$ cat src/rtl/bus_trace_capture_if.sv
`default_nettype none
// ============================================================================
// Module   : bus_trace_capture_if
// Purpose  : Bundles the snooped buses, the trigger/arm controls and the
//            valid/ready pop port of bus_trace_capture.
// Modports : master - bus source / host side (drives buses, controls, rd_ready)
//            slave  - the capture block (drives rd_valid, rd_entry, state,
//                     level, overflow)
// Config   : BUS_TRACE_TIMESTAMP_EN widens each entry by a 16-bit timestamp.
// Revision : 1.0 - initial release
// ============================================================================
interface bus_trace_capture_if #(
    parameter int WORD_W = 16,
    parameter int DEPTH  = 16
);
`ifdef BUS_TRACE_TIMESTAMP_EN
    localparam int c_ENTRY_W = 3 * WORD_W + 16;
`else
    localparam int c_ENTRY_W = 3 * WORD_W;
`endif
    localparam int c_LEVEL_W = $clog2(DEPTH) + 1;

    logic [WORD_W-1:0]    read_bus;
    logic [WORD_W-1:0]    data_bus;
    logic [WORD_W-1:0]    write_bus;
    logic                 arm;
    logic                 disarm;
    logic [WORD_W-1:0]    trig_value;
    logic [WORD_W-1:0]    trig_mask;
    logic [15:0]          post_count;
    logic                 rd_valid;
    logic                 rd_ready;
    logic [c_ENTRY_W-1:0] rd_entry;
    logic [1:0]           state;
    logic [c_LEVEL_W-1:0] level;
    logic                 overflow;

    modport master (
        output read_bus, data_bus, write_bus, arm, disarm,
               trig_value, trig_mask, post_count, rd_ready,
        input  rd_valid, rd_entry, state, level, overflow
    );

    modport slave (
        input  read_bus, data_bus, write_bus, arm, disarm,
               trig_value, trig_mask, post_count, rd_ready,
        output rd_valid, rd_entry, state, level, overflow
    );
endinterface
`default_nettype wire

$ cat src/rtl/bus_trace_capture.sv
`default_nettype none
// ============================================================================
// Module   : bus_trace_capture
// Purpose  : Triggered trace capture of read_bus/data_bus/write_bus into a
//            FIFO drained through a valid/ready pop port.
// Ports    : write_clk - sole clock (posedge)
//            rst_n     - synchronous active-low reset
//            bus       - bus_trace_capture_if.slave: snooped buses, arm/disarm,
//                        trigger value/mask, post_count, rd_valid/rd_ready/
//                        rd_entry pop port, state, level, overflow
// Config   : BUS_TRACE_TIMESTAMP_EN prepends a 16-bit free-running cycle
//            counter to every entry.
// Revision : 1.0 - initial release
// ============================================================================
module bus_trace_capture #(
    parameter int WORD_W = 16,
    parameter int DEPTH  = 16
) (
    input  wire logic           write_clk,
    input  wire logic           rst_n,
    bus_trace_capture_if.slave  bus
);
    localparam int c_PTR_W   = $clog2(DEPTH);
    localparam int c_LEVEL_W = c_PTR_W + 1;
`ifdef BUS_TRACE_TIMESTAMP_EN
    localparam int c_ENTRY_W = 3 * WORD_W + 16;
`else
    localparam int c_ENTRY_W = 3 * WORD_W;
`endif

    localparam logic [1:0] c_IDLE      = 2'd0;
    localparam logic [1:0] c_ARMED     = 2'd1;
    localparam logic [1:0] c_CAPTURING = 2'd2;
    localparam logic [1:0] c_DONE      = 2'd3;

    logic [1:0]           r_state;
    logic [WORD_W-1:0]    r_trig_value;
    logic [WORD_W-1:0]    r_trig_mask;
    logic [15:0]          r_post_count;
    logic [15:0]          r_remaining;
    logic [c_ENTRY_W-1:0] r_mem [DEPTH];
    logic [c_PTR_W-1:0]   r_wr_ptr;
    logic [c_PTR_W-1:0]   r_rd_ptr;
    logic [c_LEVEL_W-1:0] r_level;
    logic                 r_overflow;

    logic                 w_hit;
    logic                 w_push;
    logic                 w_pop;
    logic                 w_full;
    logic                 w_store;
    logic [c_ENTRY_W-1:0] w_sample;

`ifdef BUS_TRACE_TIMESTAMP_EN
    logic [15:0] r_timestamp;

    always_ff @(posedge write_clk) begin
        if (!rst_n) begin
            r_timestamp <= 16'd0;
        end else begin
            r_timestamp <= r_timestamp + 16'd1;
        end
    end

    // Timestamp is the counter value seen at the capture edge.
    assign w_sample = {r_timestamp, bus.write_bus, bus.data_bus, bus.read_bus};
`else
    assign w_sample = {bus.write_bus, bus.data_bus, bus.read_bus};
`endif

    assign w_hit  = ((bus.write_bus ^ r_trig_value) & r_trig_mask) == '0;

    // disarm suppresses the push on its own edge, so an aborted run adds nothing.
    assign w_push = !bus.disarm &&
                    (((r_state == c_ARMED) && w_hit) || (r_state == c_CAPTURING));
    assign w_pop  = (r_level != '0) && bus.rd_ready;
    assign w_full = (r_level == c_LEVEL_W'(DEPTH));
    // A full FIFO still accepts a push when the head leaves on the same edge.
    assign w_store = w_push && (!w_full || w_pop);

    // Capture state machine and latched configuration.
    always_ff @(posedge write_clk) begin
        if (!rst_n) begin
            r_state      <= c_IDLE;
            r_trig_value <= '0;
            r_trig_mask  <= '0;
            r_post_count <= 16'd0;
            r_remaining  <= 16'd0;
        end else if (bus.disarm) begin
            r_state <= c_IDLE;
        end else begin
            case (r_state)
                c_IDLE, c_DONE: begin
                    if (bus.arm) begin
                        r_trig_value <= bus.trig_value;
                        r_trig_mask  <= bus.trig_mask;
                        r_post_count <= bus.post_count;
                        r_state      <= c_ARMED;
                    end
                end
                c_ARMED: begin
                    if (w_hit) begin
                        r_remaining <= r_post_count;
                        r_state     <= (r_post_count == 16'd0) ? c_DONE : c_CAPTURING;
                    end
                end
                c_CAPTURING: begin
                    // Dropped samples still consume a slot of the post-trigger window.
                    r_remaining <= r_remaining - 16'd1;
                    if (r_remaining == 16'd1) begin
                        r_state <= c_DONE;
                    end
                end
                default: r_state <= c_IDLE;
            endcase
        end
    end

    // Sticky overflow; arming starts a fresh run with it cleared.
    always_ff @(posedge write_clk) begin
        if (!rst_n) begin
            r_overflow <= 1'b0;
        end else if (!bus.disarm && bus.arm &&
                     ((r_state == c_IDLE) || (r_state == c_DONE))) begin
            r_overflow <= 1'b0;
        end else if (w_push && !w_store) begin
            r_overflow <= 1'b1;
        end
    end

    // FIFO pointers and occupancy.
    always_ff @(posedge write_clk) begin
        if (!rst_n) begin
            r_wr_ptr <= '0;
            r_rd_ptr <= '0;
            r_level  <= '0;
        end else begin
            if (w_store) begin
                r_wr_ptr <= r_wr_ptr + c_PTR_W'(1);
            end
            if (w_pop) begin
                r_rd_ptr <= r_rd_ptr + c_PTR_W'(1);
            end
            case ({w_store, w_pop})
                2'b10:   r_level <= r_level + c_LEVEL_W'(1);
                2'b01:   r_level <= r_level - c_LEVEL_W'(1);
                default: r_level <= r_level;
            endcase
        end
    end

    // Storage array carries no reset; emptiness is tracked by r_level alone.
    always_ff @(posedge write_clk) begin
        if (w_store) begin
            r_mem[r_wr_ptr] <= w_sample;
        end
    end

    assign bus.rd_valid = (r_level != '0);
    assign bus.rd_entry = r_mem[r_rd_ptr];
    assign bus.state    = r_state;
    assign bus.level    = r_level;
    assign bus.overflow = r_overflow;
endmodule
`default_nettype wire

$ cat src/flat_wrapper.sv
// flat-port wrapper written by rule: the top's interface ports become plain ports
module bus_trace_capture_flat 
#(
    parameter int WORD_W = 16,
    parameter int DEPTH  = 16
)
  (write_clk, rst_n, bus_read_bus, bus_data_bus, bus_write_bus, bus_arm, bus_disarm, bus_trig_value, bus_trig_mask, bus_post_count, bus_rd_ready, bus_rd_valid, bus_rd_entry, bus_state, bus_level, bus_overflow);
  bus_trace_capture_if #(.WORD_W(WORD_W), .DEPTH(DEPTH)) bus_i ();
  input  wire logic write_clk;
  input  wire logic rst_n;
  input wire logic [$bits(bus_i.read_bus)-1:0] bus_read_bus;
  input wire logic [$bits(bus_i.data_bus)-1:0] bus_data_bus;
  input wire logic [$bits(bus_i.write_bus)-1:0] bus_write_bus;
  input wire logic [$bits(bus_i.arm)-1:0] bus_arm;
  input wire logic [$bits(bus_i.disarm)-1:0] bus_disarm;
  input wire logic [$bits(bus_i.trig_value)-1:0] bus_trig_value;
  input wire logic [$bits(bus_i.trig_mask)-1:0] bus_trig_mask;
  input wire logic [$bits(bus_i.post_count)-1:0] bus_post_count;
  input wire logic [$bits(bus_i.rd_ready)-1:0] bus_rd_ready;
  output wire logic [$bits(bus_i.rd_valid)-1:0] bus_rd_valid;
  output wire logic [$bits(bus_i.rd_entry)-1:0] bus_rd_entry;
  output wire logic [$bits(bus_i.state)-1:0] bus_state;
  output wire logic [$bits(bus_i.level)-1:0] bus_level;
  output wire logic [$bits(bus_i.overflow)-1:0] bus_overflow;
  assign bus_i.read_bus = bus_read_bus;
  assign bus_i.data_bus = bus_data_bus;
  assign bus_i.write_bus = bus_write_bus;
  assign bus_i.arm = bus_arm;
  assign bus_i.disarm = bus_disarm;
  assign bus_i.trig_value = bus_trig_value;
  assign bus_i.trig_mask = bus_trig_mask;
  assign bus_i.post_count = bus_post_count;
  assign bus_i.rd_ready = bus_rd_ready;
  assign bus_rd_valid = bus_i.rd_valid;
  assign bus_rd_entry = bus_i.rd_entry;
  assign bus_state = bus_i.state;
  assign bus_level = bus_i.level;
  assign bus_overflow = bus_i.overflow;
  bus_trace_capture #(.WORD_W(WORD_W), .DEPTH(DEPTH)) u_core (.write_clk(write_clk), .rst_n(rst_n), .bus(bus_i));
endmodule
$ cat config.mk
export PLATFORM = sky130hd
export DESIGN_NAME = bus_trace_capture_flat
export DESIGN_NICKNAME = d
export VERILOG_FILES = /design/src/rtl/bus_trace_capture_if.sv /design/src/rtl/bus_trace_capture.sv /design/src/flat_wrapper.sv
export SDC_FILE = /design/constraint.sdc
export NUM_CORES = 1
export LEC_CHECK = 0
export CAP_MARGIN = 25
export CELL_PAD_IN_SITES_DETAIL_PLACEMENT = 2
export CELL_PAD_IN_SITES_GLOBAL_PLACEMENT = 2
export CORE_UTILIZATION = 47
export DETAILED_ROUTE_END_ITERATION = 16
export GPL_ROUTABILITY_DRIVEN = 0
export MAX_ROUTING_LAYER = met4
export PLACE_DENSITY = 0.85
export SLEW_MARGIN = 0
export SYNTH_ARGS = -nofsm -noshare
export SYNTH_HDL_FRONTEND = slang
export SYNTH_SLANG_ARGS = --single-unit
$ cat constraint.sdc
create_clock -name write_clk -period 9.5 [get_ports write_clk]
set_input_delay 2.375 -clock write_clk [delete_from_list [all_inputs] [get_ports write_clk]]
set_output_delay 2.375 -clock write_clk [all_outputs]
set_load 0.01 [all_outputs]
**Yosys cells after proc, flatten, opt, wreduce, memory -nomap -nowiden**

Memories as Yosys holds them, arrays and structs flattened. A register that Yosys moved wholly into a read port is not among the register bits.
Index checks and enable logic that the tools add are counted.

- Muxes and demuxes: 12
- Bitwise logic cells: 4
- $add $sub $neg: 5
- Reduce and logical (&&, ||, !) cells: 25
- Eq/ne operators: 10

Operators with widths:

| kind | count |
|---|---|
| $logic_not 16->1 | 2 |
| $pmux 16 s2 | 1 |
| $and 16x16->16 | 1 |
| $eq 16x1->1 const B | 1 |
| $mux 16 | 1 |
| $sub 16x1->16 const B | 1 |
| $xor 16x16->16 | 1 |
| $pmux 5 s2 | 1 |
| $reduce_and 3->1 | 3 |
| $add 4x1->4 const B | 2 |
| $mux 4 | 2 |
| $logic_and 1x1->1 | 7 |
| $eq 2x2->1 const B | 3 |
| $mux 2 | 3 |
| $pmux 2 s3 | 1 |
| $reduce_or 2->1 | 3 |
| $add 5x1->5 const B | 1 |
| $eq 5x5->1 const B | 1 |
| $reduce_bool 5->1 | 1 |
| $sub 5x1->5 const B | 1 |
| $eq 2x1->1 const B | 2 |
| $ne 2x2->1 const B | 2 |
| $reduce_bool 2->1 | 2 |
| $logic_not 1->1 | 3 |
| 5 further kinds | 10 |

- Word-level logic and storage cells: 66
- Output and inout bits: 57
- Memories: 1
- Bits in writable memories: 768
- Register bits after elaboration: 80

Memories:

| name | depth | bits a word | read ports | clocked after Yosys merged registers in | write ports | RTL line | text |
|---|---|---|---|---|---|---|---|
| u_core.r_mem | 16 | 48 | 1 | 1 | 1 | bus_trace_capture.sv:41 | `logic [c_ENTRY_W-1:0] r_mem [DEPTH];` |

**Depth between registers and ports, before layout**

- Depth in word-level cells: 9
- Depth in mapped cells: 11
- Gate-level depth less buffers: 11

**Least setup slack after synthesis**

OpenSTA, ideal clock, no wires.

- Path kind: in2reg
- Start point: in bus_write_bus[15]
- End point: mem u_core.r_mem[3][0] (netlist bit), enable pin
- Required time: 8.987 ns
- Cell stages on the path: 8
- Arrival time: 6.802 ns
- Path buffers: 1
- Library setup time: 0.513 ns
- Setup slack: 2.185 ns
- Path through: xor2_1 -> a22oi_1 -> nand4_1 -> nor2_2 -> a21o_1 -> buf_2 -> nand2_1 -> nor3_1

- Word-level cells in the longest chain between the ends: 9

RTL lines:

| item | RTL line | text |
|---|---|---|
| start: declaration | flat_wrapper.sv:13 | `input wire logic [$bits(bus_i.write_bus)-1:0] bus_write_bus;` |
| $xor 16x16->16 | bus_trace_capture.sv:71 | `assign w_hit = ((bus.write_bus ^ r_trig_value) & r_trig_mask) == '0;` |
| $and 16x16->16 | bus_trace_capture.sv:71 |  |
| $logic_not 16->1 | bus_trace_capture.sv:71 |  |
| $logic_and 1x1->1 | bus_trace_capture.sv:75 | `(((r_state == c_ARMED) && w_hit) \|\| (r_state == c_CAPTURING));` |
| $logic_or 1x1->1 | bus_trace_capture.sv:75 |  |
| $logic_and 1x1->1 | bus_trace_capture.sv:74 | `assign w_push = !bus.disarm &&` |
| $logic_and 1x1->1 | bus_trace_capture.sv:79 | `assign w_store = w_push && (!w_full \|\| w_pop);` |
| $mux 1 | bus_trace_capture.sv:154 | `if (w_store) begin` |
| $mux 1 (implied by the code) | bus_trace_capture.sv:155 | `r_mem[r_wr_ptr] <= w_sample;` |
| end: declaration | bus_trace_capture.sv:41 |  |

Every way passes these cells.

**Final worst setup path**

- Start point: in bus_write_bus[14]
- End point: mem u_core.r_mem[15][2] (netlist bit), enable pin

Same word-level chain as after synthesis.

==> impl_results.md <==
* Post-CTS Resized at 0
* Die Wd at 267 um
* Worst Path Max Fanout at 28
* Number of flops mapped to enable cells by yosys at 768
* DR iter-0 viols at 1960
* Avg WL per Cell at 37.6 um
* Slew @ Worst Pin at 1.09 ns
* DR vias/cell at 6.33
* Warnings from Yosys at 0
* Ys async rst share at 0
* Setup TNS at 0 ns
* Core area at 68900 um^2
* Clock transition at path regs at 0.06 ns
* # hold bufs at CTS at 0
* Final hold violation count at 0
* Number of core rows at 96
* RSZ-0062 raised after global routing: false
* Clock Skews at 0.0296 ns
* Final period util at 0.719
* Slew HR at 0.274
* Worst R2R Setup Slack at 5.08 ns
* First-pass GRT wire length at 148000 um
* Finished layout cell area at 38500 um^2
* Worst-Skew Late Latency at 0.65 ns
* Count of different cell masters after synthesis at 54
* Outcome: complete, no violations
* Final Net Count at 1897
* Worst path arrival time at 7.11 ns
* Initial antenna violation count at 4
* Worst min-delay path category: reg -> reg
* Peak supply drop at 0.136 mV
* Maximum number of pins on one net before global-route repair at 170
* Crit path to: u_core.r_mem[15][2]$_DFFE_PP_
* Synth Instances at 1588
* DRC violations left at 0
* WL final at 105000 um
* Sequential area share after synthesis at 0.752
* Vias in the first global route at 19100
* GRT Overall Usage at 0.309
* Crit end category: flip-flop
* Ports at 158
* Drt pass-1 iters at 5
* Clock tree buffer depth at 3
* FF/Latch Area at 24800 um^2
* Layout cell share with drive strength beyond 1 at 0.237
* Most frequent cells in the layout: edfxtp_1, mux4_2, clkdlybuf4s50_1
* Inserted Clock Buffers at 89
* Starting density of the core at 0.477
* Minimum clock period after layout at 6.83 ns
* Die height at 267 um
* Commonest non-fill, non-tap cell in the layout: edfxtp_1
* Crit Path Class: in -> reg
* FMAX at 0.146 GHz
* MaxCap Viol Count at 0
* DP Area at 35700 um^2
* H-tree Lvls at 3
* Global route total overflow at 0
* Root Driver: clkbuf_16
* Avg Inst Size Synth at 20.7 um^2
* Multi-input logic area at 7850 um^2
* Synthesized net count at 1702
* CP Launch Type: input port
* P&R area growth vs syn at 17.0%
* Launching point of the worst reg2reg path: u_core.r_trig_value[2]$_SDFFE_PN0P_
* Register-to-Register Path Depth at 8
* Worst EP required at 9.78 ns
* Hold Slack at 0.482 ns
* Top FF cell, synth: edfxtp_1
* Final setup vio count at 0
* I/O Buffers at 157
* Worst Setup SP: bus_write_bus[14]
* Post-DP HPWL at 61000 um
* Via count at 17700
* Clock sink total at 852
* Final ANT Viol Nets at 0
* R2r endpoint: u_core.r_mem[15][2]$_DFFE_PP_
* Leakage power at 11.9 nW
* Max Transition Viols Final at 0
* #FFs+latches synth at 852
* CTS tree: built
* Cell Area, Synth at 32900 um^2
* Fillcell total at 5814
* Tot Pwr at 8.79 mW
* Die Area at 71000 um^2
* Setup Buffers After CTS at 0
* P per Cell Area at 228 nW/um^2
## cell usage after synthesis (all sizes together) (12+ instances only)
master    n  area share
buf      34      0.0049
clkbuf   52      0.0059
a21boi   25      0.0057
mux2i    13      0.0040
edfxtp  768        0.70
mux4    240        0.16
xor2     19      0.0051
ha       12      0.0046
inv      13      0.0015
dfxtp    84       0.051
nor2     33      0.0038
nand2   138       0.016
a21oi    41      0.0062
## where the power goes
group          internal (mW)  total, mW  switching, mW
Sequential              4.13       4.20         0.0729
Combinational          0.566       1.16          0.591
Clock                   1.88       3.43           1.55
Total                   6.58       8.79           2.21
## how the worst min path moves through the flow
| stage | start | to | slack (ns) | cells after the start |
|---|---|---|---|---|
| 3_5_place_dp | u_core.r_trig_mask[5]$_SDFFE_PN0P_ | u_core.r_trig_mask[5]$_SDFFE_PN0P_ | 0.46 | 2 |
| 5_1_grt | u_core.r_trig_value[1]$_SDFFE_PN0P_ | u_core.r_trig_value[1]$_SDFFE_PN0P_ | 0.51 | 2 |
| 3_3_place_gp | u_core.r_trig_mask[4]$_SDFFE_PN0P_ | u_core.r_trig_mask[4]$_SDFFE_PN0P_ | 0.45 | 2 |
| 6_report | u_core.r_remaining[15]$_SDFFE_PN0P_ | u_core.r_remaining[15]$_SDFFE_PN0P_ | 0.48 | 2 |
| 2_1_floorplan | u_core.r_trig_mask[1]$_SDFFE_PN0P_ | u_core.r_trig_mask[1]$_SDFFE_PN0P_ | 0.44 | 2 |
| 4_1_cts | u_core.r_remaining[15]$_SDFFE_PN0P_ | u_core.r_remaining[15]$_SDFFE_PN0P_ | 0.48 | 2 |
## stage by stage
stage | util | cells | setup WS [ns]
floorplan | - | 1588 | 2.19
global placement | 0.517 | 2620 | 2.74
detailed placement | 0.518 | 2622 | 2.12
CTS | 0.558 | 2787 | 2.62
global route | 0.558 | 2791 | 2.57
finish | 0.558 | 2791 | 2.67
## cell families (layout without fill, tap and decap cells)
logic type,after synthesis,count (layout),share of synthesized area
flops,852,852,0.752
other cells,0,3,0
buf+inv,100,369,0.0125
simple gates,230,230,0.0315
compound gates,115,115,0.0232
xor+xnor,21,21,0.00559
mux,257,257,0.170
fa+ha+maj,13,13,0.00517
## area by class of cell
cell class                      count  share of cell area
Antenna cell                        3            0.000195
Clock buffer                      112              0.0614
Clock inverter                     53              0.0105
Inverter                           14             0.00137
Multi-Input combinational cell    636               0.204
Sequential cell                   852               0.643
Tap cell                          931              0.0303
Timing Repair Buffer              190              0.0490
## state kept, by name (all words and copies together), names as in the netlist, named ones only
register	flops
u_core.bus.state	2
u_core.r_rd_ptr	4
u_core.r_post_count	16
u_core.bus.level	5
u_core.r_trig_value	16
u_core.r_mem	768
u_core.r_trig_mask	16
u_core.bus.overflow	1
u_core.r_remaining	16
u_core.r_wr_ptr	4
## critical path, stage by stage
cell	delay, ns
clkdlybuf4s50_1	1.01
xor2_1	0.31
a22oi_1	0.32
nand4_1	0.15
nor2_2	0.48
a21o_1	0.46
nand2_1	0.38
nor2_4	0.90
buf_4	0.61
## layer usage
metal | part of all wire | up-vias | track usage | wire, um
met3 | 0.065 | 161 | 0.0475 | 6800
met1 | 0.40 | 9711 | 0.405 | 42100
met5 | 0 | - | - | 0
met4 | 0.025 | 0 | 0.0833 | 2610
met2 | 0.51 | 884 | 0.508 | 53600
li1 | - | 6912 | - | -
Note: power is estimated with default switching activity, not from simulation.
